File: src/rtl/report_collector.sv
// rtl/report_collector.sv - tags automaton reports with symbol offsets, queues them and appends an end marker
module report_collector #(
  parameter int NUM_REPORTS = 2,
  parameter int OFFSET_W    = 32,
  parameter int DEPTH       = 16,
  parameter int DROP_W      = 16
) (
  input  logic                   clk,
  input  logic                   reset,
  input  logic                   run,
  input  logic                   eos,
  input  logic [NUM_REPORTS-1:0] report_in,
  output logic                   out_valid,
  input  logic                   out_ready,
  output logic [OFFSET_W-1:0]    out_offset,
  output logic [NUM_REPORTS-1:0] out_vector,
  output logic                   out_last,
  output logic                   overflow,
  output logic [DROP_W-1:0]      dropped,
  output logic                   busy
);

  localparam int AW    = $clog2(DEPTH);
  localparam int REC_W = OFFSET_W + NUM_REPORTS + 1;

  typedef enum logic [1:0] {IDLE, ACTIVE, FLUSH, DONE} state_t;

  state_t               state;
  logic                 run_q;
  logic [OFFSET_W-1:0]  off_cnt;
  logic [OFFSET_W-1:0]  off_q;
  logic [OFFSET_W-1:0]  cur_off;
  logic [REC_W-1:0]     mem [DEPTH];
  logic [AW-1:0]        wptr;
  logic [AW-1:0]        rptr;
  logic [AW:0]          count;
  logic                 gen;
  logic                 full;
  logic                 pop;
  logic                 push;
  logic                 drop;
  logic [REC_W-1:0]     push_rec;
  logic [REC_W-1:0]     head;

  // A new stream started from DONE numbers its first symbol 0 again.
  always_comb begin
    cur_off  = (state == DONE) ? '0 : off_cnt;
    gen      = (state == ACTIVE) && run_q && (|report_in);
    full     = (count == (AW+1)'(DEPTH));
    pop      = out_valid && out_ready;
    push     = (gen || (state == FLUSH)) && (!full || pop);
    drop     = gen && full && !pop;
    push_rec = (state == FLUSH) ? {off_cnt, {NUM_REPORTS{1'b0}}, 1'b1}
                                : {off_q, report_in, 1'b0};
  end

  assign head       = mem[rptr];
  assign out_valid  = (count != '0);
  assign out_offset = out_valid ? head[REC_W-1 -: OFFSET_W] : '0;
  assign out_vector = out_valid ? head[NUM_REPORTS:1] : '0;
  assign out_last   = out_valid ? head[0] : 1'b0;

  always_ff @(posedge clk) begin
    if (reset && push) mem[wptr] <= push_rec;
  end

  always_ff @(posedge clk) begin
    if (!reset) begin
      state    <= IDLE;
      busy     <= 1'b0;
      run_q    <= 1'b0;
      off_cnt  <= '0;
      off_q    <= '0;
      wptr     <= '0;
      rptr     <= '0;
      count    <= '0;
      overflow <= 1'b0;
      dropped  <= '0;
    end else begin
      run_q <= run;
      if (run) begin
        off_q   <= cur_off;
        off_cnt <= cur_off + 1'b1;
      end
      if (push) wptr <= wptr + 1'b1;
      if (pop)  rptr <= rptr + 1'b1;
      if (push && !pop)      count <= count + 1'b1;
      else if (!push && pop) count <= count - 1'b1;
      if (drop) begin
        overflow <= 1'b1;
        if (dropped != '1) dropped <= dropped + 1'b1;
      end
      // The end marker is only ever pushed, never dropped; FLUSH simply retries.
      case (state)
        IDLE:    if (run)  begin state <= ACTIVE; busy <= 1'b1; end
        ACTIVE:  if (eos)  state <= FLUSH;
        FLUSH:   if (push) begin state <= DONE; busy <= 1'b0; end
        DONE:    if (run)  begin state <= ACTIVE; busy <= 1'b1; end
        default: begin state <= IDLE; busy <= 1'b0; end
      endcase
    end
  end

endmodule

File: config.mk
export PLATFORM = sky130hd
export DESIGN_NAME = report_collector
export DESIGN_NICKNAME = d
export VERILOG_FILES = /design/src/rtl/report_collector.sv
export SDC_FILE = /design/constraint.sdc
export NUM_CORES = 1
export LEC_CHECK = 0
export CAP_MARGIN = 10
export CORE_AREA = 2 2 199 201
export CTS_BUF_LIST = sky130_fd_sc_hd__clkbuf_2
export DETAILED_ROUTE_END_ITERATION = 6
export DIE_AREA = 0 0 201 203
export PLACE_DENSITY = 0.95
export SETUP_SLACK_MARGIN = 0.5
export SYNTH_ARGS = -nofsm -noshare
export SYNTH_HDL_FRONTEND = slang
export SYNTH_SLANG_ARGS = --single-unit
File: constraint.sdc
create_clock -name clk -period 8.5 [get_ports clk]
set_input_delay 1.7 -clock clk [delete_from_list [all_inputs] [get_ports clk]]
set_output_delay 1.7 -clock clk [all_outputs]
set_load 0.01 [all_outputs]
### Word-level counts from Yosys, hierarchy flattened

Memory sizes are Yosys's and may differ from the RTL's. A register that Yosys moved wholly into a read port is not among the register bits.
Index checks and enable logic that the tools add are counted.

* add/sub/neg operators: 6
* equal/unequal tests: 8
* multiplexer cells: 18
* reductions and logical operators: 23

Operators with widths (number)
* $mux 32: 2
* $mux 35: 1
* $add 32x1->32 const B: 1
* $add 16x1->16 const B: 1
* $ne 16x16->1 const B: 1
* $mux 5: 2
* $logic_and 1x1->1: 9
* $add 4x1->4 const B: 2
* $mux 2: 4
* $mux 4: 2
* $pmux 2 s3: 1
* $reduce_and 3->1: 2
* $add 5x1->5 const B: 1
* $eq 5x5->1 const B: 1
* $mux 1: 5
* $reduce_bool 5->1: 1
* $sub 5x1->5 const B: 1
* $eq 2x2->1 const B: 2
* $ne 2x2->1 const B: 2
* $reduce_bool 2->1: 2
* $reduce_or 2->1: 2
* $logic_not 1->1: 3
* $eq 2x1->1 const B: 1
* $logic_not 2->1: 1
* 4 further kinds: 5

* flip-flop bits (word level): 98
* bits in writable memories: 560
* input port bits: 7
* output and inout port bits: 54
* memories kept: 1

Memory list
* mem: depth 16, width 35, rd ports 1, clocked after Yosys merged registers in 1, wr ports 1, RTL line 33 `logic [REC_W-1:0] mem [DEPTH];`

### Longest topological paths before layout

Gate-level depths: netlist of run 1.

* depth after elaboration: 9
* depth in mapped cells: 12

### Worst setup path before layout of run 1

No wires, ideal clock.

* path kind: input port to flip-flop
* start point: input report_in[0]
* end point: memory mem[8][0] (netlist bit) (enable)
* arrival time: 3.945 ns
* data required time: 8.073 ns
* slack: 4.127 ns
* stages on the path: 4
* cells stage by stage: o211a_1 -> a2bb2oi_2 -> nand3b_1 -> nor2_1

* cells in the longest elaborated chain, start to end: 7

RTL lines
* start: declaration: RTL line 12 `input logic [NUM_REPORTS-1:0] report_in,`
* $reduce_or 2->1: RTL line 48 `gen = (state == ACTIVE) && run_q && (|report_in);`
* $logic_and 1x1->1: RTL line 48
* $logic_or 1x1->1: RTL line 51 `push = (gen || (state == FLUSH)) && (!full || pop);`
* $logic_and 1x1->1: RTL line 51
* $logic_and 1x1->1: RTL line 64 `if (reset && push) mem[wptr] <= push_rec;`
* $mux 1: RTL line 64
* $mux 1 (not written as such): RTL line 64
* end: declaration: RTL line 33

No other way between the ends.

==> summary.txt, run 1 <==
Floorplan core area -> 38500 um2
Clock Latency Late Sink -> 1.13 ns
Slew Viols, Final -> 0
Ys async rst share -> 0%
Initial DRC Count -> 2391
Syn Nets -> 1479
Final hold violation count -> 0
Fmax -> 163 MHz
Fraction of layout cells with a size suffix above 1 -> 28.1%
Final Setup Violations -> 0
Vias -> 15100
Clock sinks -> 662
Port Buffer Count -> 60
Depth of the worst hold-timing path -> 2
Maximum vdd ir drop -> 0.000146 V
DRT Wirelength -> 61.6 mm
Min cycle time layout -> 6.13 ns
Count of hold buffers inserted by post-cts repair -> 0
I/O pin count -> 61
FP Rows -> 72
Postcts setup bufs -> 0
GRT overflow -> 0
Post-DRT Antenna Nets -> 0
Sequential element share of the synthesized area -> 71.5%
Mapped Area -> 26400 um2
Pre-antenna DRT Iters -> 7
Worst-path clk slew -> 0.13 ns
Outcome -> finished, final reports clean
Syn. warnings -> 0
Final net count -> 1639
R2R Path End -> mem[7][5]
Vias in the first global route -> 15600
Max-cap violation count -> 0
Post-synthesis sequential element count -> 662
Multi-input gate area -> 7230 um2
Reg-to-Reg Start -> state[0]
H-Tree Level Count -> 4
GRT met3 Usage -> 6.77%
Cell count after placement -> 1978
Setup TNS -> 0 ns
Starting density of the core -> 68.5%
TritonCTS buffer count -> 153
Crit-path slowest cell -> buf_4
Leak -> 9.52 nW
GRT Max-Usage Layer -> met2
Slowest stage delay, CP -> 0.93 ns
Rel. slew slack -> 18.4%
Post-Layout Cell Count -> 2263
Syn avg cell area -> 18.1 um2
Worst clock skew -> 0.111 ns
Worst Setup End Kind -> output pin
Design Area, Final -> 29100 um2
Netlist cell types -> 63
CTS tree -> yes
Post-route DRC -> 0
Max clock buf depth -> 3
Worst-path maximum fanout -> 56
Flop2flop setup slack -> 5.10 ns
PD cells -> 247 nW/um2
Post-DP Area -> 27600 um2
Tcrit/Tclk final -> 72.1%
Clock root buffer -> clkbuf_2
First-pass GRT wire length -> 91.3 mm
Worst r2r path cells -> 6
EDFF count, synth -> 560
Die area -> 40800 um2
GP Congestion -> 0.825
Met1 global-route usage -> 39.3%
Gate Count Post-Synth -> 1457
Drt wl/cell -> 27.2 um
DR vias/cell -> 6.65
Grt met2 use -> 50.9%
Fillers -> 2047
Area growth from synthesis to layout -> 10.4%
Register area -> 18900 um2
WHS Endpoint -> overflow
Post-CTS resize count -> 0
Startpoint types -> flip-flop
Worst-Margin Slew -> 1.22 ns
Detail Placement HPWL -> 31.7 mm
CP Data Required Time -> 6.80 ns
Initial antenna violation count -> 1
Worst Setup Path Type -> reg -> out
Die width -> 201 um
Pin count of the biggest net entering global routing -> 80
WHS -> 0.467 ns
GRT Util Overall -> 30.5%
Tightest Hold Check Type -> reg -> reg
Final core occ -> 75.6%
Hold path start -> overflow
Main synth FF type -> edfxtp_1
CP Cell Sequence -> buf_4, mux4_2, mux2i_1, o22ai_1, clkdlybuf4s50_1
RSZ-0062 raised after global routing -> false
Arrival @ worst endpoint -> 4.43 ns
DIE HEIGHT -> 203 um
[registers in the layout (all words and copies together) (netlist names), named ones only]
name	count
dropped	16
rptr	4
off_cnt	32
state	2
off_q	32
wptr	4
busy	1
mem	560
count	5
overflow	1
run_q	1
[worst max-delay path: cells and delay by family (launching register included)]
| kind | cells | cell delay (ns) |
|---|---|---|
| AOI/OAI and AO/OA | 1 | 0.14 |
| buffers and inverters | 2 | 1.49 |
| DFF | 1 | 0.82 |
| muxes | 2 | 0.82 |
[synth_stat cells (3+ instances only)]
cell type,instances,area share (%)
inv_1,9,0.13
nand4_1,10,0.24
nand3b_1,6,0.17
nor4b_2,3,0.17
edfxtp_1,560,64
buf_2,26,0.49
nand4b_1,3,0.10
o211ai_1,5,0.14
mux4_2,140,12
a2bb2oi_1,16,0.53
xor2_1,9,0.30
a211o_1,4,0.13
nor4_4,3,0.24
ha_1,14,0.66
o21ai_0,11,0.21
nor2_1,99,1.4
buf_1,15,0.21
mux2i_1,77,2.9
xnor2_1,30,1.0
nor2b_1,9,0.21
o22ai_1,35,0.83
nor3_1,5,0.095
clkbuf_1,39,0.56
or3_1,6,0.14
a21o_1,3,0.085
a21oi_1,34,0.65
nor4_1,6,0.14
nand2b_1,6,0.14
and3_1,3,0.071
dfxtp_1,102,7.7
nand3_1,20,0.38
mux2_2,33,1.4
nand2_1,74,1.1
[how the worst max path moves through the flow]
stage / from / slack (ns) / to / depth (start not counted)
detailed placement: flip-flop / 3.40 / out_last / 5
CTS: flip-flop / 2.20 / out_offset[5] / 5
global placement: flip-flop / 3.43 / out_last / 5
global route: flip-flop / 1.99 / out_offset[9] / 5
finish: flip-flop / 2.37 / out_offset[10] / 5
floorplan: report_in[0] / 4.13 / mem[8][0] / 4
[where the power goes]
group / leakage, nW / switching [mW] / total [mW] / internal [mW]
Combinational: 2.33 / 0.759 / 1.45 / 0.693
Clock: 1.12 / 1.22 / 2.09 / 0.869
Sequential: 6.07 / 0.0781 / 3.64 / 3.57
[logic make-up after synthesis]
group                      Yosys count  synth area share, %
muxes                              250                 16.3
xor gates and xnor gates            39                 1.30
adders and majority gates           15                0.741
DFF                                662                 71.5
AOI/OAI and AO/OA                  120                 2.98
and+or+nand+nor                    278                 5.63
buffers and inverters               93                 1.50
[stage by stage]
stage	total power [mW]	worst slack, ns
2_1_floorplan	4.67	4.13
3_3_place_gp	5.10	3.43
3_5_place_dp	5.16	3.40
4_1_cts	7.22	2.20
5_1_grt	7.48	1.99
6_report	7.19	2.37
[per-layer routing]
metal  vias up  part of all wire, %
met1      7463                   34
met4         0                  3.5
li1       6222                    -
met3       193                   12
met2      1174                   51
met5         -                    0
[cell usage in the layout (no fill, tap or decap), types with 20 or more instances in the layout]
cell / count
mux2i_1: 77
buf_4: 26
mux2_2: 33
clkbuf_2: 227
nand2_1: 73
clkinv_1: 38
mux4_2: 140
o22ai_1: 35
dfxtp_1: 99
clkdlybuf4s50_1: 60
xnor2_1: 30
a21oi_1: 34
edfxtp_1: 560
nand3_1: 20
nor2_1: 83
[layout make-up]
class                      count  area share [%]
tap                          518            2.23
inverter                      11           0.142
timing repair buffer          87            2.83
clock inverter                55            1.20
multi-input combinational    702            24.8
antenna                        1         0.00860
sequential                   662            64.8
clock buffer                 227            3.90
(Power assumes the default switching activity.)
==> inputs of run 2 (changes only) <==
- CORE_AREA: 2 2 199 201 -> 2 2 206 208
- DIE_AREA: 0 0 201 203 -> 0 0 208 210
- PLACE_DENSITY: 0.95 -> 0.89
- clock period: 8.5 -> 6.1 ns (I/O delays scaled with it)
==> summary.txt, run 2 (same netlist as run 1, synthesis figures left out) <==
Outcome -> finished, final reports clean
Crit-path slowest cell -> dfxtp_4
Design Area, Final -> 29200 um2
Worst-path clk slew -> 0.10 ns
CP Data Required Time -> 4.88 ns
Arrival @ worst endpoint -> 4.08 ns
Post-Layout Cell Count -> 2273
Max-cap violation count -> 0
Fmax -> 189 MHz
TritonCTS buffer count -> 152
Tcrit/Tclk final -> 86.9%
Worst Path Buf+Inv -> 2
I/O pin count -> 61
Min cycle time layout -> 5.30 ns
Rel. slew slack -> 13.2%
Setup TNS -> 0 ns
Initial antenna violation count -> 1
Die area -> 43700 um2
Postcts setup bufs -> 0
DIE HEIGHT -> 210 um
Slew Viols, Final -> 0
First-pass GRT wire length -> 90.2 mm
Drt wl/cell -> 26.2 um
Worst slack, placed -> 1.68 ns
Startpoint types -> flip-flop
Post-DP Area -> 27600 um2
Count of hold buffers inserted by post-cts repair -> 0
Maximum vdd ir drop -> 0.000294 V
Crit path depth -> 5
Vias in the first global route -> 15100
Final hold violation count -> 0
FP Rows -> 75
Pin count of the biggest net entering global routing -> 63
Final worst slack -> 0.798 ns
Commonest non-fill, non-tap cell in the layout -> edfxtp_1
Port Buffer Count -> 60
GRT Util Overall -> 27.9%
Final net count -> 1639
Most frequent cells in the layout -> 560 x edfxtp_1, 222 x clkbuf_2, 140 x mux4_2
RSZ-0062 raised after global routing -> false
GRT overflow -> 0
Final Setup Violations -> 0
Largest regs -> mem: 560 flops, off_cnt: 32 flops, off_q: 32 flops
Worst Setup Path Type -> reg -> out
DRT Wirelength -> 59.6 mm
CTS tree -> yes
Fraction of layout cells with a size suffix above 1 -> 28.1%
Fillers -> 2482
Post-CTS resize count -> 0
Cell count after placement -> 1997
DR vias/cell -> 6.44
Depth of the worst hold-timing path -> 2
Detail Placement HPWL -> 34.0 mm
Clock Latency Late Sink -> 1.14 ns
Initial DRC Count -> 1769
Crit-path leading delay family -> buffers and inverters
Tightest Hold Check Type -> reg -> reg
Worst clock skew -> 0.0651 ns
PD cells -> 344 nW/um2
Max reg flops -> 560
CP Cell Sequence -> buf_4, mux4_2, mux2i_1, o22ai_1, clkdlybuf4s50_1
Post-DRT Antenna Nets -> 0
Starting density of the core -> 63.5%
Largest register by flop count -> mem
Clock root buffer -> clkbuf_2
Worst-path maximum fanout -> 36
Worst-Margin Slew -> 1.30 ns
H-Tree Level Count -> 4
Post-route DRC -> 0
Max clock buf depth -> 3
Slowest stage delay, CP -> 0.85 ns
Worst r2r path cells -> 5
GP Congestion -> 0.812
Die width -> 208 um
Leak -> 9.52 nW
Vias -> 14600
Floorplan core area -> 41500 um2
Area growth from synthesis to layout -> 10.9%
Worst Setup End Kind -> output pin
Pre-antenna DRT Iters -> 6
Final core occ -> 70.4%
Clock sinks -> 662
-- run 2: cell types whose count changed in the layout (fill, tap and decap cells not counted) --
cell        before  now
inv_2            6    3
clkinv_4         0    1
clkinv_1        38   30
clkinv_2         8    6
buf_4           26   21
clkbuf_2       227  222
clkinvlp_4       0    2
buf_12           0    6
bufinv_16        5    7
diode_2          1    2
-- run 2: worst paths after layout --
| path | end | from | slack (ns) |
|---|---|---|---|
| setup / recovery | out_offset[26] | flip-flop | 0.80 |
| hold / removal | overflow | overflow | 0.46 |
| setup reg to reg | mem[5][18] | state[0] | 2.80 |
| hold reg to reg | overflow | overflow | 0.46 |
-- run 2: power by group --
| group | switching (mW) | internal (mW) |
|---|---|---|
| sequential | 0.148 | 4.97 |
| combinational | 1.03 | 0.979 |
| clock | 1.66 | 1.27 |
-- run 2: per-stage QoR --
step	hold WS (ns)	power, mW
2_1_floorplan	0.438	6.50
3_3_place_gp	0.445	7.19
4_1_cts	0.468	10.1
3_5_place_dp	0.453	7.24
6_report	0.465	10.1
5_1_grt	0.483	10.5
-- run 2: final cells by class --
| type | count | area, um2 | share of cell area [%] |
|---|---|---|---|
| diodes | 2 | 5.00 | 0.0171 |
| clock buffers | 222 | 1110 | 3.80 |
| clock inverters | 47 | 380 | 1.30 |
| inverters | 11 | 41.3 | 0.141 |
| multi-input cells | 702 | 7230 | 24.7 |
| flip-flops and latches | 662 | 18900 | 64.6 |
| well taps | 539 | 674 | 2.31 |
| repair buffers | 88 | 906 | 3.10 |
-- run 2: worst register-to-register path, stage by stage, from the launching register on --
cell	delay (ns)
dfxtp_1	0.40
ha_1	0.23
o211a_1	0.26
a2bb2oi_2	0.44
nand3b_1	0.43
nor2_4	1.11
-- run 2: metal layers --
metal / vias to the layer above / part of all wire [%] / GRT usage (%)
met1: 7360 / 36 / 35.9
met4: 0 / 2.4 / 10.2
met5: - / 0 / 0
met3: 101 / 9.8 / 6.08
met2: 944 / 52 / 47.4
li1: 6229 / - / -
==> inputs of run 3 (changes only) <==
- SLEW_MARGIN: default -> 20
==> summary.txt, run 3 (same netlist as run 1, synthesis figures left out) <==
Outcome -> finished, final reports clean
Multi-input gate area -> 7230 um2
Clock sinks -> 662
Most frequent cells in the layout -> 560 x edfxtp_1, 230 x clkbuf_2, 140 x mux4_2
GRT overflow -> 0
Die width -> 208 um
Register area -> 18900 um2
Maximum vdd ir drop -> 0.000298 V
Rel. slew slack -> 28.8%
Floorplan core area -> 41500 um2
RSZ-0062 raised after global routing -> false
Vias -> 14600
Detail Placement HPWL -> 35.5 mm
GP Congestion -> 0.812
Max clock buf depth -> 3
Flop2flop setup slack -> 2.72 ns
Tightest Hold Check Type -> reg -> reg
Min cycle time layout -> 5.24 ns
Post-DRT Antenna Nets -> 0
Largest register by flop count -> mem
Worst Setup End Kind -> output pin
I/O pin count -> 61
Initial antenna violation count -> 1
Max-cap violation count -> 0
Pre-antenna DRT Iters -> 6
Tcrit/Tclk final -> 86.0%
Arrival @ worst endpoint -> 4.02 ns
Die area -> 43700 um2
Slew Viols, Final -> 0
Crit-path slowest cell -> dfxtp_4
Area growth from synthesis to layout -> 10.4%
Drt wl/cell -> 25.9 um
Post-route DRC -> 0
CTS tree -> yes
Fmax -> 191 MHz
Fillers -> 2499
PD cells -> 335 nW/um2
Slowest stage delay, CP -> 0.82 ns
FP Rows -> 75
Clock root buffer -> clkbuf_2
Count of hold buffers inserted by post-cts repair -> 0
Worst Path Buf+Inv -> 2
Worst clock skew -> 0.0624 ns
DRT Wirelength -> 58.7 mm
Largest regs -> mem: 560 flops, off_cnt: 32 flops, off_q: 32 flops
Worst-path clk slew -> 0.09 ns
Post-DP Area -> 27800 um2
DIE HEIGHT -> 210 um
Worst-path maximum fanout -> 36
Postcts setup bufs -> 0
Initial DRC Count -> 1506
Design Area, Final -> 29100 um2
Fraction of layout cells with a size suffix above 1 -> 28.4%
Worst Setup Path Type -> reg -> out
Pin count of the biggest net entering global routing -> 63
CP Data Required Time -> 4.88 ns
Max reg flops -> 560
Setup TNS -> 0 ns
DR vias/cell -> 6.44
Final net count -> 1645
Clock Latency Late Sink -> 1.13 ns
First-pass GRT wire length -> 89.4 mm
TritonCTS buffer count -> 154
Commonest non-fill, non-tap cell in the layout -> edfxtp_1
Startpoint types -> flip-flop
Post-CTS resize count -> 0
Vias in the first global route -> 15100
Worst-Margin Slew -> 1.06 ns
Final hold violation count -> 0
Crit-path leading delay family -> buffers and inverters
Leak -> 9.49 nW
CP Cell Sequence -> buf_4, mux4_2, mux2i_1, o22ai_1, clkdlybuf4s50_1
Port Buffer Count -> 60
GRT Util Overall -> 27.7%
Starting density of the core -> 63.5%
H-Tree Level Count -> 4
Final Setup Violations -> 0
-- run 3: cell count changes in the layout (fill, tap and decap cells not counted), sizes merged --
| cell | change |
|---|---|
| diode | -1 |
| clkbuf | +8 |
| clkinv | -12 |
| inv | +5 |
| bufinv | -7 |
| buf | +4 |
| clkinvlp | -1 |
-- run 3: cell type report --
cell class,instances,area share (%)
repair buffers,92,3.45
diodes,1,0.00860
well taps,539,2.32
flip-flops and latches,662,64.8
clock buffers,230,3.96
clock inverters,32,0.434
multi-input cells,702,24.9
inverters,11,0.142
-- run 3: per-layer routing --
layer  up-vias  share of wire, %  global-route usage [%]
met1      7375                36                    36.1
met4         0               2.9                    11.1
li1       6240                 -                       -
met3       126               9.4                    5.66
met5         -                 0                       0
met2       872                52                    46.4
-- run 3: worst paths after layout --
kind	from	endpoint	cells after the start
worst max-delay path	flip-flop	out_offset[26]	5
worst min register to register	overflow	overflow	2
worst min-delay path	overflow	overflow	2
worst max register to register	state[1]	mem[1][9]	7
-- run 3: report_power, final --
part	leakage (nW)	switching [mW]	total, mW	internal (mW)
clock network	1.03	1.62	2.61	0.991
registers	6.07	0.148	5.12	4.97
logic	2.39	1.03	2.01	0.980
total	9.49	2.80	9.74	6.94
-- run 3: per-stage QoR --
step | hold slack, ns | setup WS [ns] | total power [mW] | instances | util [%]
floorplan | 0.438 | 2.21 | 6.50 | 1457 | -
global placement | 0.445 | 1.81 | 7.19 | 1997 | 66.6
detailed placement | 0.452 | 1.75 | 7.25 | 2006 | 67.1
CTS | 0.467 | 0.678 | 9.82 | 2268 | 70.2
global route | 0.486 | 0.525 | 10.2 | 2269 | 70.2
finish | 0.467 | 0.856 | 9.74 | 2269 | 70.2
-- run 3: tightest hold or removal path, delay by kind of cell, from the launching register on --
kind                   cells  cell delay, ns
buffers and inverters      1            0.05
AO/OA/AOI/OAI              1            0.05
flip-flops                 1            0.33
